### config.mk
export PLATFORM = sky130hd
export DESIGN_NAME = hilo_seq_ctrl
export DESIGN_NICKNAME = d
export VERILOG_FILES = /design/src/rtl/hilo_pkg.sv /design/src/rtl/hilo_wait_cnt.sv /design/src/rtl/hilo_seq_ctrl.sv
export SDC_FILE = /design/constraint.sdc
export NUM_CORES = 1
export LEC_CHECK = 0
export ABC_AREA = 1
export ABC_CLOCK_PERIOD_IN_PS = 2550
export CAP_MARGIN = 20
export CORE_MARGIN = 5
export CORE_UTILIZATION = 62
export CTS_CLUSTER_SIZE = 10
export DETAILED_ROUTE_END_ITERATION = 10
export DONT_BUFFER_PORTS = 1
export PLACE_DENSITY_LB_ADDON = 0.2
export SLEW_MARGIN = 10
export SYNTH_ARGS = -nofsm -noshare
export SYNTH_HDL_FRONTEND = slang
export SYNTH_SLANG_ARGS = --single-unit
### constraint.sdc
create_clock -name clk -period 2.55 [get_ports clk]
set_input_delay 0.51 -clock clk [delete_from_list [all_inputs] [get_ports clk]]
set_output_delay 0.51 -clock clk [all_outputs]
set_load 0.01 [all_outputs]
### src/rtl/hilo_pkg.sv
// rtl/hilo_pkg.sv - shared op codes, mux select codes and states for the HI/LO sequencer
// Purpose: op encodings from ID, HI/LO mux select encodings, the sequencer
//          state enum, and the op-to-select mapping for unit results.
// Ports:   none (package).
package hilo_pkg;

   localparam logic [2:0] OP_MULT  = 3'd0;
   localparam logic [2:0] OP_MULTU = 3'd1;
   localparam logic [2:0] OP_DIV   = 3'd2;
   localparam logic [2:0] OP_DIVU  = 3'd3;
   localparam logic [2:0] OP_MTHI  = 3'd4;
   localparam logic [2:0] OP_MTLO  = 3'd5;

   localparam logic [2:0] SEL_RS   = 3'b000;
   localparam logic [2:0] SEL_MUL  = 3'b001;
   localparam logic [2:0] SEL_MULU = 3'b010;
   localparam logic [2:0] SEL_DIV  = 3'b011;
   localparam logic [2:0] SEL_DIVU = 3'b100;

   typedef enum logic [1:0] {
      ST_IDLE,
      ST_MUL_WAIT,
      ST_DIV_WAIT,
      ST_WRITE
   } hilo_state_t;

   // The same code drives both muxes: HI takes hi/remainder, LO takes lo/quotient.
   function automatic logic [2:0] result_sel(input logic [2:0] op);
      case (op)
         OP_MULT:  result_sel = SEL_MUL;
         OP_MULTU: result_sel = SEL_MULU;
         OP_DIV:   result_sel = SEL_DIV;
         OP_DIVU:  result_sel = SEL_DIVU;
         default:  result_sel = SEL_RS;
      endcase
   endfunction

endpackage

### src/rtl/hilo_wait_cnt.sv
// rtl/hilo_wait_cnt.sv - wait-cycle counter with timeout detect for the mul/div wait states
// Purpose: counts cycles spent waiting on the multiplier/divider.
// Ports:   clk, rst_n  - clock, async active-low reset
//          clr         - synchronous clear (wins over en)
//          en          - count this cycle
//          expired     - this is the TIMEOUT-th counted cycle (or later)
module hilo_wait_cnt #(
   parameter int TIMEOUT = 64,
   parameter int CNT_W   = 7
) (
   input  logic clk,
   input  logic rst_n,
   input  logic clr,
   input  logic en,
   output logic expired
);

   logic [CNT_W-1:0] cnt;

   always_ff @(posedge clk or negedge rst_n) begin
      if (!rst_n) begin
         cnt <= '0;
      end else if (clr) begin
         cnt <= '0;
      end else if (en) begin
         cnt <= cnt + 1'b1;
      end
   end

   // cnt holds k-1 during the k-th wait cycle, so this fires on wait cycle TIMEOUT.
   assign expired = (cnt >= CNT_W'(TIMEOUT - 1));

endmodule

### src/rtl/hilo_seq_ctrl.sv
// rtl/hilo_seq_ctrl.sv - HI/LO write-path sequencer: launches mul/div, drives HI/LO selects and enables
// Purpose: accepts MULT/MULTU/DIV/DIVU/MTHI/MTLO, pulses the unit start,
//          waits for done (bounded by TIMEOUT), then writes HI/LO for one cycle.
// Ports:   op_valid/op/op_ready  - op handshake from ID (op_ready combinational)
//          divisor_zero          - sampled with a DIV/DIVU op; suppresses it
//          mf_req, stall         - MFHI/MFLO presence and stall request (combinational)
//          cancel                - flush; aborts a pending mul/div wait
//          mul_start, div_start  - one-cycle start pulses (registered)
//          mul_done, div_done    - unit result valid
//          hi_sel, lo_sel        - HI/LO source mux selects (registered, held)
//          hi_we, lo_we          - HI/LO write enables (registered)
//          err                   - sticky timeout flag
module hilo_seq_ctrl
   import hilo_pkg::*;
#(
   parameter int TIMEOUT = 64,
   parameter int CNT_W   = 7
) (
   input  logic       clk,
   input  logic       rst_n,
   input  logic       op_valid,
   input  logic [2:0] op,
   output logic       op_ready,
   input  logic       divisor_zero,
   input  logic       mf_req,
   input  logic       cancel,
   output logic       mul_start,
   output logic       div_start,
   input  logic       mul_done,
   input  logic       div_done,
   output logic [2:0] hi_sel,
   output logic [2:0] lo_sel,
   output logic       hi_we,
   output logic       lo_we,
   output logic       stall,
   output logic       err
);

   hilo_state_t state, state_nxt;
   logic [2:0]  op_q, op_nxt;
   logic [2:0]  hi_sel_nxt, lo_sel_nxt;
   logic        mul_start_nxt, div_start_nxt;
   logic        hi_we_nxt, lo_we_nxt, err_nxt;
   logic        in_wait, cnt_clr, expired;

   assign in_wait = (state == ST_MUL_WAIT) || (state == ST_DIV_WAIT);
   // Clearing on any exit from a wait state leaves the counter at zero for the next op.
   assign cnt_clr = !in_wait || (state_nxt != state);

   hilo_wait_cnt #(
      .TIMEOUT (TIMEOUT),
      .CNT_W   (CNT_W)
   ) u_wait_cnt (
      .clk     (clk),
      .rst_n   (rst_n),
      .clr     (cnt_clr),
      .en      (in_wait),
      .expired (expired)
   );

   assign op_ready = (state == ST_IDLE) && !cancel;
   assign stall    = (state != ST_IDLE) && (op_valid || mf_req);

   always_comb begin
      state_nxt     = state;
      op_nxt        = op_q;
      hi_sel_nxt    = hi_sel;
      lo_sel_nxt    = lo_sel;
      mul_start_nxt = 1'b0;
      div_start_nxt = 1'b0;
      hi_we_nxt     = 1'b0;
      lo_we_nxt     = 1'b0;
      err_nxt       = err;

      case (state)
         ST_IDLE: begin
            if (op_valid && op_ready) begin
               case (op)
                  OP_MULT, OP_MULTU: begin
                     op_nxt        = op;
                     mul_start_nxt = 1'b1;
                     state_nxt     = ST_MUL_WAIT;
                  end
                  OP_DIV, OP_DIVU: begin
                     // Divide by zero is architecturally a no-op on HI/LO.
                     if (!divisor_zero) begin
                        op_nxt        = op;
                        div_start_nxt = 1'b1;
                        state_nxt     = ST_DIV_WAIT;
                     end
                  end
                  OP_MTHI: begin
                     hi_sel_nxt = SEL_RS;
                     hi_we_nxt  = 1'b1;
                     state_nxt  = ST_WRITE;
                  end
                  OP_MTLO: begin
                     lo_sel_nxt = SEL_RS;
                     lo_we_nxt  = 1'b1;
                     state_nxt  = ST_WRITE;
                  end
                  default: ;
               endcase
            end
         end
         ST_MUL_WAIT, ST_DIV_WAIT: begin
            // Priority: cancel, then done, then timeout (done on the last wait cycle still lands).
            if (cancel) begin
               state_nxt = ST_IDLE;
            end else if ((state == ST_MUL_WAIT) ? mul_done : div_done) begin
               hi_sel_nxt = result_sel(op_q);
               lo_sel_nxt = result_sel(op_q);
               hi_we_nxt  = 1'b1;
               lo_we_nxt  = 1'b1;
               state_nxt  = ST_WRITE;
            end else if (expired) begin
               err_nxt   = 1'b1;
               state_nxt = ST_IDLE;
            end
         end
         ST_WRITE: begin
            state_nxt = ST_IDLE;
         end
         default: state_nxt = ST_IDLE;
      endcase
   end

   always_ff @(posedge clk or negedge rst_n) begin
      if (!rst_n) begin
         state     <= ST_IDLE;
         op_q      <= '0;
         hi_sel    <= SEL_RS;
         lo_sel    <= SEL_RS;
         mul_start <= 1'b0;
         div_start <= 1'b0;
         hi_we     <= 1'b0;
         lo_we     <= 1'b0;
         err       <= 1'b0;
      end else begin
         state     <= state_nxt;
         op_q      <= op_nxt;
         hi_sel    <= hi_sel_nxt;
         lo_sel    <= lo_sel_nxt;
         mul_start <= mul_start_nxt;
         div_start <= div_start_nxt;
         hi_we     <= hi_we_nxt;
         lo_we     <= lo_we_nxt;
         err       <= err_nxt;
      end
   end

endmodule
; ---- Word level (Yosys, flattened, before mapping)
; Cells that the tools add are included.
[totals]
ff_bits = 23
output_inout_bits = 13
[op_classes]
add_sub_neg = 1
n_lt_le_gt_ge = 1
n_eq_ne = 18
muxes = 36
bitwise_logic = 2
reduce_logical = 23
[op_table]
columns = operator, count
row1 = $mux W3, 7
row2 = $pmux W3 S2, 3
row3 = $mux W1, 14
row4 = $mux W7, 2
row5 = $eq A3 B2 Y1 const B, 4
row6 = $pmux W2 S3, 2
row7 = $pmux W3 S4, 1
row8 = $mux W2, 5
row9 = $reduce_and A5 Y1, 2
row10 = $reduce_and A4 Y1, 2
row11 = $reduce_bool A2 Y1, 4
row12 = $reduce_or A2 Y1, 4
row13 = $add A7 B1 Y7 const B, 1
row14 = $ge A7 B6 Y1 const B, 1
row15 = $eq A3 B1 Y1 const B, 2
row16 = $eq A3 B3 Y1 const B, 2
row17 = $logic_not A3 Y1, 2
row18 = $ne A2 B1 Y1 const B, 3
row19 = $ne A2 B2 Y1 const B, 3
row20 = $eq A2 B2 Y1 const B, 2
row21 = $pmux W1 S2, 2
row22 = $logic_and A1 B1 Y1, 3
row23 = $logic_or A1 B1 Y1, 3
row24 = $eq A2 B1 Y1 const B, 1
row25 = 4 further kinds, 6

; ---- Logic depth before layout (Yosys ltp)
[depth]
ltp_word = 8
mapped_depth = 11

; ---- Hierarchy
; A second synthesis with hierarchy kept.
[unflattened]
hier_cells = 162
area_unflattened_um2 = 1248.7
[by_module_without_submodules]
columns = module, n_inst, cells_per_inst, area_per_inst_um2
row1 = hilo_seq_ctrl, 1, 110, 869.6
row2 = hilo_wait_cnt, 1, 52, 379.1

; ---- Least setup slack after synthesis
; Ideal clock, no wire load.
[synth_timing]
path_type = register to register
from = register state[1]
to = register hi_sel[1]
arrival_ps = 1619
required_ps = 2425
slack_ps = 806
stages_incl_launch_ff = 7
n_path_buf = 0
synth_period_minus_slack_ps = 1744
cell_sequence = dfrtp_1 -> inv_1 -> ha_1 -> inv_1 -> o21ai_0 -> o211ai_1 -> mux2_2
[synth_via]
elab_chain_cells = 5
[synth_lines]
columns = item, line_no
row1 = start: declaration, hilo_seq_ctrl.sv:39  ; hilo_state_t state, state_nxt;
row2 = start signal: assignment, hilo_seq_ctrl.sv:140  ; state <= state_nxt;
row3 = $logic_not A2 Y1, "hilo_seq_ctrl.sv:61, hilo_seq_ctrl.sv:75"
row4 = $logic_and A1 B1 Y1, hilo_seq_ctrl.sv:61  ; assign op_ready = (state == ST_IDLE) && !cancel;
row5 = $logic_and A1 B1 Y1, hilo_seq_ctrl.sv:77  ; if (op_valid && op_ready) begin
row6 = $ne A2 B1 Y1 (no line), --
row7 = $reduce_and A5 Y1 (no line), --
row8 = end signal: assignment, hilo_seq_ctrl.sv:142  ; hi_sel <= hi_sel_nxt;
row9 = end: declaration, hilo_seq_ctrl.sv:31  ; output logic [2:0] hi_sel,
; Parallel ways exist; a longest one is shown, timed or not.
; A chain may end at the register's enable or synchronous reset.

; ---- Final worst setup path
[layout_timing]
from = register state[1]
to = output op_ready
[layout_via]
elab_chain_cells = 2
[layout_lines]
columns = item, line_no
row1 = $logic_not A2 Y1, hilo_seq_ctrl.sv:61
row2 = $logic_and A1 B1 Y1, hilo_seq_ctrl.sv:61
row3 = end: declaration, hilo_seq_ctrl.sv:23  ; output logic op_ready,
; Every way passes these cells.

==> results.py <==
metrics = {
    "run_status": {
        "status": "finished clean",
    },
    "clock_network": {
        "insertion_delay_ns": 0.30,
        "cts_tree": "built",
        "cts_root_buffer": "clkbuf_4",
        "clkTransAtPathRegs_ns": 0.12,
        "cts_setup_buffers": 0,
        "clk_path_buf_depth": 2,
        "cts_buffers": 3,
        "h-tree-depth": 1,
        "cts_sinks": 23,
    },
    "floorplanning": {
        "fp.dieArea_um2": 3020,
        "die_w_um": 55.0,
        "rows": 16,
        "fp.dieH_um": 55.0,
        "core_um2": 1940,
        "io_pins": 24,
        "initial_core_util_pct": 64.6,
    },
    "global_routing": {
        "grt-ovfl-total": 0,
        "grt_max_degree": 24,
        "grt_pass1_vias": 924,
        "antenna_found_initial": 0,
        "track_usage_pct": 18.6,
        "grt_pass1_wl_um": 4000,
    },
    "synth": {
        "synth_seq_area_share_pct": 45.9,
        "synthArstFlopShare_pct": 100,
        "yosys.area.top_type": "dfrtp_1",
        "syn_nets": 154,
        "synth-seq-cells": 23,
        "synth_ff_type": "dfrtp_1",
        "synth_cells": 139,
        "ys_warn_count": 0,
        "synth.distinct_cells": 24,
        "synthTopCellsByArea": "dfrtp_1 46%, nand2_1 7.5%, nor3_2 6.4%",
        "syn_area_um2": 1250,
        "synth_edf_count": 0,
        "synth.top_cell.area_share_pct": 45.9,
        "syn_avg_cell_area_um2": 9.03,
    },
    "place": {
        "place_congestion": 0.872,
        "port_buffers": 0,
        "preCtsSetupSlack_ns": 0.602,
        "hpwlAfterDp_um": 1900,
    },
    "sta": {
        "tightest_slew_ns": 0.397,
        "min_period_over_period_pct": 83.8,
        "rsz0062_at_grt": "no",
        "period_needed_ns": 2.14,
        "final_max_slew_viol_count": 0,
        "timing.final.ws_setup_ns": 0.413,
        "setup-tns-final_ns": 0,
        "timing.hold.ws_ns": 0.338,
        "hold_violations": 0,
        "max_freq_mhz": 468,
        "finalSetupViolCount": 0,
        "maxSlewHeadroom_pct": 73.3,
        "final.setup_skew_ns": 0.000817,
    },
    "setup_path": {
        "cp-start-kind": "flop",
        "crit_buf_inv": 2,
        "worstPathRequired_ns": 2.04,
        "worstPathMaxFanout": 7,
        "critical_path.top_delay_family": "flip-flops",
        "path_common_cell": "inv_1",
        "critical_path_class": "flop to primary output",
        "arrival_ns": 1.63,
        "cp-end-kind": "primary output",
        "critical-path-max-stage-delay_ns": 0.45,
        "cpMaxStageDelayCell": "dfrtp_1",
        "worstPathCellList": "inv_1 > ha_1 > inv_1 > nor2_1",
    },
    "route": {
        "postRouteAntennaNets": 0,
        "via_per_inst": 5.70,
        "first_pass_iters": 4,
        "drt_wl_total_um": 2430,
        "avgRoutedWirePerCell_um": 14.1,
        "drc": 0,
        "num_vias": 980,
        "first_iter_violations": 25,
    },
    "cells_and_area": {
        "finalNetCount": 161,
        "layout_commonest_cell": "nand2_1",
        "layout_common_cells": "25 x nand2_1, 23 x dfrtp_1, 18 x inv_1",
        "n_fill_cell": 171,
        "layout-drive-gt1-share_pct": 18.6,
        "antennaDiodeCount": 0,
        "area_delta_synth_final_pct": 6.88,
    },
    "pwr": {
        "switching_share_pct": 44.1,
        "p_per_area_nw_per_um2": 889,
        "p_seq_share_pct": 45.1,
        "p_leak_nw": 0.594,
        "pwr-share-clk_pct": 13.7,
        "combPwrFrac_pct": 41.2,
        "switching_power_mw": 0.527,
        "ir_worst_vdd_v": 0.000589,
        "p_int_mw": 0.666,
    },
    "hold_path": {
        "min_path_type": "input port to flop",
    },
    "run": {
        "maxCapViolCount": 0,
    },
}
[flip-flops by register name, summed over array words and instances (netlist names)]
name and count:
hi_sel 3, u_wait_cnt.cnt 7, lo_sel 3, err 1, hi_we 1, state 2
div_start 1, mul_start 1, op_q 3, lo_we 1
[what timing repair did]
action / 4_1_cts / 5_1_grt
endpoints found under the hold margin: 23 / 0
hold buffers: 1 / 0
resized for setup: 0 / 0
[stage by stage]
stage / total power [mW] / area, um2 / util (%) / std cells
floorplan: 0.921 / 1250 / - / 139
global placement: 1.01 / 1290 / 66.4 / 166
detailed placement: 1.03 / 1290 / 66.4 / 166
CTS: 1.20 / 1330 / 68.3 / 171
global route: 1.29 / 1340 / 69.1 / 172
finish: 1.19 / 1340 / 69.1 / 172
[area by class of cell]
| class | instances | area (um2) | area share, % |
|---|---|---|---|
| multi-input cells | 97 | 603 | 45.0 |
| flip-flops and latches | 23 | 576 | 42.9 |
| well taps | 27 | 33.8 | 2.52 |
| repair buffers | 2 | 25.0 | 1.87 |
| inverters | 19 | 76.3 | 5.69 |
| clock inverters | 1 | 5.00 | 0.373 |
| clock buffers | 3 | 22.5 | 1.68 |
[path summary, 6_finish.rpt]
path | end | from | slack [ns] | cells after the start
min in group asynchronous | mul_start$_DFF_PN0_ | rst_n | 0.47 | 1
hold / removal | op_q[0]$_DFFE_PN0P_ | op[0] | 0.34 | 2
setup reg to reg | u_wait_cnt.cnt[5]$_DFFE_PN0P_ | state[1]$_DFF_PN0_ | 0.55 | 10
setup / recovery | op_ready | state[1]$_DFF_PN0_ | 0.41 | 4
max in group asynchronous | state[1]$_DFF_PN0_ | rst_n | 1.69 | 2
hold reg to reg | u_wait_cnt.cnt[0]$_DFFE_PN0P_ | u_wait_cnt.cnt[0]$_DFFE_PN0P_ | 0.49 | 1
[logic make-up (layout without fill, tap and decap cells)]
| logic type | Yosys count | in the layout | synth area share [%] |
|---|---|---|---|
| simple gates | 66 | 66 | 29.7 |
| mux | 2 | 2 | 1.79 |
| buf+inv | 19 | 25 | 6.08 |
| fa+ha+maj | 4 | 4 | 3.99 |
| flops | 23 | 23 | 45.9 |
| xor+xnor | 5 | 5 | 3.49 |
| compound gates | 20 | 20 | 9.07 |
[power by group through the flow]
stage               clock, mW  sequential (mW)  combinational [mW]
floorplan                   0            0.525               0.396
global placement            0            0.544               0.468
detailed placement          0            0.548               0.479
CTS                     0.168            0.540               0.489
global route            0.186            0.553               0.548
finish                  0.163            0.538               0.491
[routing by layer]
layer	wire length (um)	GRT usage [%]	vias up
met5	0	0	-
li1	-	-	477
met4	43	7.29	0
met2	1260	32.9	36
met3	170	4.56	6
met1	948	21.3	461
[cell usage after synthesis (all sizes together) (3+ instances only)]
cell,number
inv,18
nand4,3
a21oi,5
nand3,11
ha,4
o211ai,3
nor2,10
o21ai,9
nor3,11
dfrtp,23
nand2,30
xor2,3
(Power assumes the default switching activity.)
